--- config.mk ---
export PLATFORM = sky130hd
export DESIGN_NAME = acc_cpu_core
export DESIGN_NICKNAME = d
export VERILOG_FILES = /design/src/rtl/acc_cpu_pkg.sv /design/src/rtl/acc_cpu_core_alu.sv /design/src/rtl/acc_cpu_core.sv
export SDC_FILE = /design/constraint.sdc
export NUM_CORES = 1
export LEC_CHECK = 0
export BUFFER_PORTS_ARGS = -buffer_cell sky130_fd_sc_hd__buf_2
export CAP_MARGIN = 5
export CORE_UTILIZATION = 60
export DETAILED_ROUTE_END_ITERATION = 10
export PLACE_DENSITY = 0.82
export SYNTH_ARGS = -nofsm -noshare
export SYNTH_HDL_FRONTEND = slang
export SYNTH_HIERARCHICAL = 1
export SYNTH_SLANG_ARGS = --single-unit
--- constraint.sdc ---
create_clock -name clk -period 7.9 [get_ports clk]
set_input_delay 0 -clock clk [delete_from_list [all_inputs] [get_ports clk]]
set_output_delay 0 -clock clk [all_outputs]
set_load 0.02 [all_outputs]
--- src/rtl/acc_cpu_pkg.sv ---
// Shared types and constants for the accumulator CPU: opcodes, FSM states,
// SKIP condition codes, ALU selects and small opcode classification helpers.
package acc_cpu_pkg;

  typedef enum logic [3:0] {
    OP_HALT  = 4'h0,
    OP_LOAD  = 4'h1,
    OP_STORE = 4'h2,
    OP_ADD   = 4'h3,
    OP_SUB   = 4'h4,
    OP_AND   = 4'h5,
    OP_OR    = 4'h6,
    OP_NOT   = 4'h7,
    OP_CLEAR = 4'h8,
    OP_SKIP  = 4'h9,
    OP_JUMP  = 4'hA,
    OP_ADDI  = 4'hB,
    OP_SUBI  = 4'hC,
    OP_ANDI  = 4'hD,
    OP_ORI   = 4'hE,
    OP_NOP   = 4'hF
  } opcode_t;

  typedef enum logic [2:0] {
    ST_IDLE,
    ST_FETCH,
    ST_DECODE,
    ST_OPRD,
    ST_EXEC,
    ST_STORE,
    ST_HALTED
  } state_t;

  localparam logic [1:0] SKIP_NEG   = 2'b00;
  localparam logic [1:0] SKIP_ZERO  = 2'b01;
  localparam logic [1:0] SKIP_POS   = 2'b10;
  localparam logic [1:0] SKIP_NEVER = 2'b11;

  localparam logic [2:0] ALU_AND  = 3'b000;
  localparam logic [2:0] ALU_ADD  = 3'b001;
  localparam logic [2:0] ALU_SUB  = 3'b010;
  localparam logic [2:0] ALU_NOT  = 3'b011;
  localparam logic [2:0] ALU_OR   = 3'b100;
  localparam logic [2:0] ALU_PASS = 3'b101;

  // Opcodes that need a second memory read before they can execute.
  function automatic logic is_mem_op(input opcode_t op);
    return op inside {OP_LOAD, OP_ADD, OP_SUB, OP_AND, OP_OR};
  endfunction

  function automatic logic writes_ac(input opcode_t op);
    return op inside {OP_LOAD, OP_ADD, OP_SUB, OP_AND, OP_OR, OP_NOT,
                      OP_CLEAR, OP_ADDI, OP_SUBI, OP_ANDI, OP_ORI};
  endfunction

  function automatic logic [2:0] alu_sel_of(input opcode_t op);
    case (op)
      OP_ADD, OP_ADDI: return ALU_ADD;
      OP_SUB, OP_SUBI: return ALU_SUB;
      OP_AND, OP_ANDI: return ALU_AND;
      OP_OR,  OP_ORI:  return ALU_OR;
      OP_NOT:          return ALU_NOT;
      default:         return ALU_PASS;
    endcase
  endfunction

endpackage

--- src/rtl/acc_cpu_core_alu.sv ---
// Combinational accumulator ALU; PASS forwards operand b (used by LOAD and CLEAR).
module acc_alu
  import acc_cpu_pkg::*;
#(
  parameter int DATA_WIDTH = 16
) (
  input  logic [2:0]            sel,
  input  logic [DATA_WIDTH-1:0] a,
  input  logic [DATA_WIDTH-1:0] b,
  output logic [DATA_WIDTH-1:0] y
);

  always_comb begin
    y = b;
    case (sel)
      ALU_AND:  y = a & b;
      ALU_ADD:  y = a + b;
      ALU_SUB:  y = a - b;
      ALU_NOT:  y = ~a;
      ALU_OR:   y = a | b;
      default:  y = b;
    endcase
  end

endmodule

--- src/rtl/acc_cpu_core.sv ---
// Accumulator CPU core: FSM, PC, IR and AC driving a single-port synchronous
// RAM with one cycle of read latency.
module acc_cpu_core
  import acc_cpu_pkg::*;
#(
  parameter int                    DATA_WIDTH = 16,
  parameter int                    ADDR_WIDTH = 12,
  parameter logic [ADDR_WIDTH-1:0] RESET_PC   = 'h100
) (
  input  logic                  clk,
  input  logic                  rst,
  input  logic                  run,
  output logic [ADDR_WIDTH-1:0] mem_addr,
  output logic                  mem_re,
  output logic                  mem_we,
  output logic [DATA_WIDTH-1:0] mem_wdata,
  input  logic [DATA_WIDTH-1:0] mem_rdata,
  output logic                  halted,
  output logic                  retire,
  output logic [ADDR_WIDTH-1:0] pc_dbg,
  output logic [DATA_WIDTH-1:0] ac_dbg
);

  localparam int OPW = DATA_WIDTH - ADDR_WIDTH;

  state_t                  state;
  logic [ADDR_WIDTH-1:0]   pc;
  logic [DATA_WIDTH-1:0]   ir;
  logic [DATA_WIDTH-1:0]   ac;
  logic                    retire_q;

  opcode_t                 dec_op;
  opcode_t                 ex_op;
  logic [ADDR_WIDTH-1:0]   dec_opnd;
  logic [ADDR_WIDTH-1:0]   ex_opnd;
  logic [DATA_WIDTH-1:0]   alu_b;
  logic [DATA_WIDTH-1:0]   alu_y;
  logic                    skip_taken;
  logic [ADDR_WIDTH-1:0]   pc_exec;

  // In DECODE the fetched word is still on mem_rdata, so steer from it directly.
  assign dec_op   = opcode_t'(mem_rdata[DATA_WIDTH-1 -: OPW]);
  assign dec_opnd = mem_rdata[ADDR_WIDTH-1:0];
  assign ex_op    = opcode_t'(ir[DATA_WIDTH-1 -: OPW]);
  assign ex_opnd  = ir[ADDR_WIDTH-1:0];

  always_comb begin
    alu_b = {{OPW{1'b0}}, ex_opnd};
    if (is_mem_op(ex_op))
      alu_b = mem_rdata;
    else if (ex_op == OP_CLEAR)
      alu_b = '0;
  end

  acc_alu #(
    .DATA_WIDTH(DATA_WIDTH)
  ) u_alu (
    .sel (alu_sel_of(ex_op)),
    .a   (ac),
    .b   (alu_b),
    .y   (alu_y)
  );

  always_comb begin
    skip_taken = 1'b0;
    case (ex_opnd[ADDR_WIDTH-1 -: 2])
      SKIP_NEG:  skip_taken = ac[DATA_WIDTH-1];
      SKIP_ZERO: skip_taken = (ac == '0);
      SKIP_POS:  skip_taken = !ac[DATA_WIDTH-1] && (ac != '0);
      default:   skip_taken = 1'b0;
    endcase
  end

  always_comb begin
    pc_exec = pc;
    if (ex_op == OP_JUMP)
      pc_exec = ex_opnd;
    else if (ex_op == OP_SKIP && skip_taken)
      pc_exec = pc + 1'b1;
  end

  // Memory strobes are registered and set on entry to FETCH, OPRD or STORE.
  always_ff @(posedge clk or posedge rst) begin
    if (rst) begin
      state     <= ST_IDLE;
      pc        <= RESET_PC;
      ir        <= '0;
      ac        <= '0;
      mem_addr  <= '0;
      mem_re    <= 1'b0;
      mem_we    <= 1'b0;
      mem_wdata <= '0;
      halted    <= 1'b0;
      retire_q  <= 1'b0;
    end else begin
      mem_re   <= 1'b0;
      mem_we   <= 1'b0;
      retire_q <= 1'b0;
      case (state)
        ST_IDLE, ST_HALTED: begin
          if (run) begin
            state    <= ST_FETCH;
            mem_addr <= pc;
            mem_re   <= 1'b1;
            halted   <= 1'b0;
          end
        end
        ST_FETCH: state <= ST_DECODE;
        ST_DECODE: begin
          ir <= mem_rdata;
          pc <= pc + 1'b1;
          if (dec_op == OP_HALT) begin
            state  <= ST_HALTED;
            halted <= 1'b1;
          end else if (dec_op == OP_STORE) begin
            state     <= ST_STORE;
            mem_addr  <= dec_opnd;
            mem_we    <= 1'b1;
            mem_wdata <= ac;
            retire_q  <= 1'b1;
          end else if (is_mem_op(dec_op)) begin
            state    <= ST_OPRD;
            mem_addr <= dec_opnd;
            mem_re   <= 1'b1;
          end else begin
            state    <= ST_EXEC;
            retire_q <= 1'b1;
          end
        end
        ST_OPRD: begin
          state    <= ST_EXEC;
          retire_q <= 1'b1;
        end
        ST_EXEC: begin
          if (writes_ac(ex_op))
            ac <= alu_y;
          pc       <= pc_exec;
          state    <= ST_FETCH;
          mem_addr <= pc_exec;
          mem_re   <= 1'b1;
        end
        ST_STORE: begin
          state    <= ST_FETCH;
          mem_addr <= pc;
          mem_re   <= 1'b1;
        end
        default: state <= ST_IDLE;
      endcase
    end
  end

  // HALT has no later state to retire in, so its pulse comes straight from DECODE.
  assign retire = retire_q || (state == ST_DECODE && dec_op == OP_HALT);
  assign pc_dbg = pc;
  assign ac_dbg = ac;

endmodule

==> results of run 1 <==
[through the flow]
step                util (%)  worst slack (ps)  cell area [um^2]  cells
global placement        66.3              2550              6480    855
finish                  70.0              2120              6850    888
global route            70.0              1720              6850    888
floorplan                  -              3330              6040    679
CTS                     70.0              2180              6850    888
detailed placement      66.3              2210              6480    855
[state kept, by name, summed over array words and instances, names as in the netlist]
name and cells:
ac_dbg 16, ir 16, mem_wdata 16, mem_addr 12, pc_dbg 12, state 3
halted 1, mem_re 1, mem_we 1, retire_q 1
[synth_stat cells (all sizes together) (3+ instances only)]
| cell | instances | area share, % |
|---|---|---|
| dfrtp | 78 | 32 |
| nand2 | 73 | 4.5 |
| o21ai | 56 | 4.6 |
| nor2 | 45 | 2.8 |
| a21oi | 40 | 3.3 |
| mux2 | 34 | 6.3 |
| xnor2 | 28 | 4.2 |
| clkbuf | 24 | 1.5 |
| ha | 24 | 5.0 |
| o211ai | 22 | 2.7 |
| inv | 20 | 1.2 |
| buf | 16 | 1.5 |
| xor2 | 16 | 2.3 |
| nand3 | 14 | 1.2 |
| a22oi | 13 | 1.6 |
| nand2b | 13 | 1.3 |
| nor3 | 13 | 1.1 |
| a21o | 12 | 1.5 |
| a22o | 12 | 1.7 |
| mux2i | 10 | 1.7 |
| and3 | 9 | 0.93 |
| nand4 | 9 | 0.93 |
| a31oi | 7 | 0.83 |
| nor2b | 7 | 0.73 |
| o21a | 7 | 0.87 |
| a41oi | 6 | 1.4 |
| and2 | 6 | 0.62 |
| nor4 | 6 | 1.4 |
| a2111oi | 5 | 1.2 |
| a211oi | 5 | 0.83 |
| o22ai | 5 | 0.52 |
| o211a | 3 | 0.50 |
| o21bai | 3 | 0.37 |
| or2 | 3 | 0.31 |
[logic make-up after synthesis]
group	synth area share, %
buf+inv	4.25
xor+xnor	6.51
fa+ha+maj	5.47
flops	32.8
simple gates	17.2
compound gates	25.8
mux	8.00
[worst max-delay path, stage by stage, from the launching register on]
cell	delay [ps]
dfrtp_1	420
inv_1	130
ha_1	250
nor2_1	70
a21oi_1	140
nor2_1	70
nor2_1	650
a21oi_1	380
a22o_1	330
inv_1	130
ha_1	190
nand2b_1	70
or4_1	450
or2_1	270
o21ai_0	210
xor2_1	180
ha_1	320
a21o_1	180
a21o_1	180
a41oi_2	230
xnor2_1	130
a221oi_1	310
o31ai_1	120
mux2_2	270
[per-layer routing]
| layer | vias up | share of wire (%) | track usage (%) |
|---|---|---|---|
| met5 | - | 0 | 0 |
| met4 | 0 | 2.2 | 13.2 |
| met3 | 35 | 7.3 | 5.47 |
| met2 | 246 | 50 | 57.8 |
| met1 | 2757 | 41 | 42.6 |
| li1 | 2617 | - | - |
[cell type report]
type	instances	area share, %
clock buffer	10	1.86
clock inverter	6	0.914
inverter	21	1.17
multi-input combinational	539	56.0
sequential	79	28.9
tap	133	2.43
timing repair buffer	100	8.74
[path summary, 6_finish.rpt]
kind,startpoint,to,slack [ps],depth (start not counted)
hold / removal,mem_rdata[15],ir[15],20,3
setup / recovery,ir[12],ac_dbg[10],2120,23
setup reg to reg,ir[12],ac_dbg[10],2120,23
min in group asynchronous,rst,ac_dbg[0],490,4
hold reg to reg,mem_wdata[6],mem_wdata[6],500,1
max in group asynchronous,rst,ac_dbg[12],6730,4
==> flow_summary.toml, run 1 <==
[timing]
relSlewSlack_pct = 22.9
worst_slew_pin_slew_ps = 1150
drv_slew = 0
fmax_mhz = 173
period_share_pct = 73.2
worst_clock_skew_ps = 13.6
min_period_ps = 5780
holdWs_ps = 24.1
rsz0062_at_grt = "false"
setup_tns_ps = 0
setup_viol = 0
hold_viol = 0

[floorplanning]
fp.dieArea_um2 = 10500
core_area_um2 = 9770
die_y_um = 102
die_w_um = 102
num_rows = 36
start_util_pct = 61.8
io_pins = 79

[final_layout]
nFillCells = 796
mostFrequentLayoutCells = "dfrtp_1, buf_2, nand2_1, o21ai_0, nor2_1"
fin_nets = 794
drive_above_1_share_pct = 21.6
register_area_um2 = 1980
multi_input_area_um2 = 3830
n_antenna_cell = 0
area_growth_pct = 13.4

[cts]
ctsHoldBuffers = 17
h-tree-depth = 3
cts_made_buffers = 9
cts_resized = 0
root_buffer = "clkbuf_8"
clk_latency_ps = 370
cts_buffer_depth = 2
cts_tree = "built"
post_cts_buffers = 0
clkSinkCount = 79
clk_pin_slew_worst_paths_ps = 90

[drt]
vias = 5655
drt_iter0_drc = 329
wl_per_cell_um = 19.2
drtPass1Iterations = 5
via_per_inst = 6.37
drtAntennaViolNets = 0
drc_errors = 0
routed_wl_um = 17100

[worst_setup_path]
critPathKind = "flop to flop"
critPathMaxFanout = 16
cp.required_ps = 8160
crit_arrival_ps = 6050
crit_path_start_kind = "flop"
endpoint_kind = "flop"

[global_route]
grt.overflow.total = 0
grt_usage_pct = 33.7
antenna_found_initial = 0
grt_pass1_vias = 5437
grt_max_degree = 80
grt_first_pass_wirelength_um = 27000

[yosys]
yosysWarnings = 6
synthArstFlopShare_pct = 100
avgSynthCellArea_um2 = 8.89
ys_seq_area_share_pct = 32.8
synth-edff-count = 0
synth_cells = 679
synth.net_count = 723
ys.flop_type = "dfrtp_1"
ys_types = 73
ys_seq_elements = 79
netlist_area_um2 = 6040

[placed_design]
routabilityCongestion = 0.940
io_buffer_count = 78
hpwl_um = 11900

[outcome]
status = "complete, no violations"

[flow_run]
drv_cap = 0

[min_path]
hp-class = "input port to flop"
Power of run 1 is left out: the tool's default activity adds up to more than one toggle a clock period on the data nets, which glitch-free logic cannot reach.
==> inputs of run 2 (changes only) <==
- CORE_UTILIZATION: 60 -> 59
- PLACE_DENSITY: 0.82 -> 0.81
- clock period: 7.9 -> 5.7 ns (I/O delays scaled with it)
==> run 2 against run 1 <==
Net effect: design area rose by 0.46%; via count fell by 0.35%; routed wire length fell by 2.2%; sequential cell count did not move; fmax rose by 13%; register-to-register slack got worse by 1500 ps; sequential share of layout area fell by 0.13 points; final cell count rose by 0.11%; utilization fell by 0.32 points; worst hold slack improved by 1.0 ps; highest routed layer unchanged.
==> flow_summary.toml, run 2 (synthesis gave the netlist of run 1 again) <==
[final_layout]
register_area_um2 = 1980
mostFrequentLayoutCells = "dfrtp_1, buf_2, nand2_1, o21ai_0, nor2_1"
drive_above_1_share_pct = 21.6
multi_input_area_um2 = 3830
fin_nets = 795
n_antenna_cell = 0
stdcell_count = 889
area_growth_pct = 13.9
post-route-util_pct = 69.7
nFillCells = 776

[timing]
min_period_ps = 5130
rsz0062_at_grt = "false"
drv_slew = 0
worst_clock_skew_ps = 13.4
period_share_pct = 90.0
fmax_mhz = 195
worst_slew_pin_slew_ps = 1080
setup_viol = 0
setup_tns_ps = 0
relSlewSlack_pct = 28.0
hold_viol = 0

[min_path]
hp-class = "input port to flop"

[placed_design]
routabilityCongestion = 0.956
hpwl_um = 11800
dp.cells = 856
io_buffer_count = 78

[floorplanning]
io_pins = 79
fp.dieArea_um2 = 10600
core_area_um2 = 9860
num_rows = 36
die_y_um = 103
die_w_um = 103
start_util_pct = 61.2

[global_route]
grt_pass1_vias = 5408
grt_usage_pct = 33.1
grt_first_pass_wirelength_um = 26900
grt.overflow.total = 0
antenna_found_initial = 0
grt_max_degree = 80

[worst_setup_path]
crit_path_start_kind = "flop"
critPathKind = "flop to flop"
critPathMaxFanout = 12
endpoint_kind = "flop"
crit_arrival_ps = 5390
cp.required_ps = 5950

[cts]
cts_resized = 0
ctsHoldBuffers = 17
clkSinkCount = 79
cts_made_buffers = 9
clk_pin_slew_worst_paths_ps = 90
cts_tree = "built"
h-tree-depth = 3
cts_buffer_depth = 2
root_buffer = "clkbuf_8"
post_cts_buffers = 0
clk_latency_ps = 360

[drt]
routed_wl_um = 16700
via_per_inst = 6.34
drt_iter0_drc = 387
drtAntennaViolNets = 0
drc_errors = 0
wl_per_cell_um = 18.8
drtPass1Iterations = 7
vias = 5635

[flow_run]
drv_cap = 0

[outcome]
status = "complete, no violations"
## run 2: area by class of cell
| cell class | count | area share (%) |
|---|---|---|
| Tap cell | 133 | 2.42 |
| Clock inverter | 5 | 1.20 |
| Timing Repair Buffer | 101 | 8.81 |
| Sequential cell | 79 | 28.8 |
| Multi-Input combinational cell | 539 | 55.7 |
| Clock buffer | 11 | 1.91 |
| Inverter | 21 | 1.16 |
## run 2: routing by layer
layer  track usage [%]  vias up  share of wire (%)
met2              56.5      267                 49
li1                  -     2627                  -
met4              13.1        0                2.4
met3              5.42       36                6.4
met5                 0        -                  0
met1              41.9     2705                 42
## run 2: metrics by stage
step	hold slack, ps	setup slack [ps]	cell area (um^2)
6_report	25.2	568	6880
3_5_place_dp	253	689	6490
2_1_floorplan	105	1130	6040
4_1_cts	1.88	681	6880
3_3_place_gp	238	1000	6490
5_1_grt	9.44	175	6880
## run 2: final timing paths
path | startpoint | to | slack (ps) | depth (start not counted)
setup reg to reg | ir[12] | ac_dbg[15] | 570 | 24
max in group asynchronous | rst | ac_dbg[8] | 4530 | 4
setup / recovery | ir[12] | ac_dbg[15] | 570 | 24
min in group asynchronous | rst | mem_wdata[0] | 510 | 4
hold / removal | mem_rdata[15] | ir[15] | 30 | 3
hold reg to reg | mem_wdata[12] | mem_wdata[12] | 510 | 1
## run 2: critical path, cell delays in order, from the launching register on
cell,delay (ps)
dfrtp_1,440
inv_1,100
ha_1,260
nor2_1,130
a21oi_1,70
nor2_1,150
nor2_1,90
a21oi_1,710
a22o_1,320
inv_1,100
ha_1,220
nand2b_1,80
or4_1,150
or2_1,180
o21ai_0,110
xor2_1,170
ha_1,350
a21oi_1,250
o21ai_0,140
a221oi_1,280
nand2_1,130
xnor2_1,140
o21ai_1,70
nand3_1,80
mux2_2,270
Power of run 2 is left out for the same reason.
==> inputs of run 3 (changes only) <==
==> constraint.sdc (replaced) <==
create_clock -name clk -period 5.7 [get_ports clk]
set_input_delay 0.285 -clock clk [delete_from_list [all_inputs] [get_ports clk]]
set_output_delay 0.285 -clock clk [all_outputs]
set_load 0.02 [all_outputs]
==> run 3 against run 2 <==
Net effect: clock-buffer cell count stayed put; via count is 1.0% lower; routed wire length is 1.3% lower; largest cell class unchanged.
==> flow_summary.toml, run 3 (synthesis gave the netlist of run 1 again) <==
[min_path]
holdPathStages = 2
hp-class = "input port to flop"
hp-start = "run"
holdPathEnd = "state[1]"

[worst_setup_path]
r2r_end = "ac_dbg[15]"
crit_buf_inv = 2
crit_path_cell_trace = "inv_1 -> ha_1 -> nor2_1 -> a21oi_1 -> nor2_1 -> nor2_1 -> a21oi_1 -> a22o_1 -> inv_1 -> ha_1 -> nand2b_1 -> or4_1 -> or2_1 -> o41ai_2 -> xor2_1 -> ha_1 -> a21oi_1 -> o21ai_0 -> a221oi_1 -> nand2_1 -> xnor2_1 -> o21ai_1 -> nand3_1 -> mux2_2"
max_stage_delay_ps = 460
crit_arrival_ps = 5360
rrSetupSlack_ps = 590
worstReg2RegStart = "ir[12]"
critPathMaxFanout = 12
crit_path_start_kind = "flop"
cp_top_family = "compound AO/OA/AOI/OAI gates"
crit_slowest_cell = "or4_1"
critPathKind = "flop to flop"
rr_worst_depth = 24
cp.required_ps = 5950
endpoint_kind = "flop"

[placed_design]
dpl_worst_slack_ps = 689
hpwl_um = 11800
io_buffer_count = 78
routabilityCongestion = 0.956
place_area_um2 = 6490

[final_layout]
fin_area_um2 = 6710
n_antenna_cell = 0
fin_nets = 778
area_growth_pct = 11.1
mostFrequentLayoutCells = "dfrtp_1, buf_2, nand2_1, o21ai_0, nor2_1"
drive_above_1_share_pct = 22.1

[drt]
routed_wl_um = 16500
vias = 5578
drtPass1Iterations = 5
drc_errors = 0
drtAntennaViolNets = 0
via_per_inst = 6.40
wl_per_cell_um = 18.9
drt_iter0_drc = 419

[timing]
relSlewSlack_pct = 29.3
fmax_mhz = 196
hold_viol = 0
worst_slew_pin_slew_ps = 1060
holdWs_ps = 156
setup_viol = 0
rsz0062_at_grt = "false"
worst_clock_skew_ps = 15.1
drv_slew = 0
period_share_pct = 89.6
setup_tns_ps = 0
setup_ws_ps = 594
min_period_ps = 5110

[floorplanning]
die_w_um = 103
fp.dieArea_um2 = 10600
start_util_pct = 61.2
die_y_um = 103
core_area_um2 = 9860
num_rows = 36
io_pins = 79

[global_route]
grt_pass1_vias = 5298
grt_first_pass_wirelength_um = 26400
grt_usage_pct = 32.6
antenna_found_initial = 0
grt.overflow.total = 0
grt_max_degree = 80

[flow_run]
drv_cap = 0

[cts]
clk_latency_ps = 360
cts_buffer_depth = 2
cts_made_buffers = 9
root_buffer = "clkbuf_8"
cts_resized = 0
ctsHoldBuffers = 0
cts_tree = "built"
h-tree-depth = 3
clk_pin_slew_worst_paths_ps = 80
clkSinkCount = 79
post_cts_buffers = 0

[outcome]
status = "complete, no violations"
==> run 3: cell type report <==
class / count / area, um^2
Fill cell: 794 / 3160
Timing Repair Buffer: 84 / 435
Clock inverter: 5 / 82.6
Clock buffer: 11 / 131
Sequential cell: 79 / 1980
Multi-Input combinational cell: 539 / 3830
Tap cell: 133 / 166
Inverter: 21 / 80.1
==> run 3: worst max path at each step <==
| stage | start | end | cells past startpoint |
|---|---|---|---|
| global route | ir[12] | ac_dbg[11] | 24 |
| detailed placement | ir[12] | ac_dbg[10] | 23 |
| global placement | ir[12] | ac_dbg[10] | 23 |
| finish | ir[12] | ac_dbg[15] | 24 |
| floorplan | ir[12] | ac_dbg[10] | 22 |
| CTS | ir[12] | ac_dbg[10] | 23 |
==> run 3: layer usage <==
metal | global-route usage (%) | routed length [um] | up-vias
met4 | 12.9 | 442 | 0
met3 | 5.15 | 1070 | 39
met2 | 55.1 | 8060 | 270
met1 | 41.8 | 6920 | 2675
li1 | - | - | 2594
met5 | 0 | 0 | -
==> run 3: through the flow <==
stage	instances	util [%]
after floorplan	679	-
after CTS	872	68.0
after global placement	856	65.8
final	872	68.0
after global routing	872	68.0
after detailed placement	856	65.8
Power of run 3 is left out for the same reason.
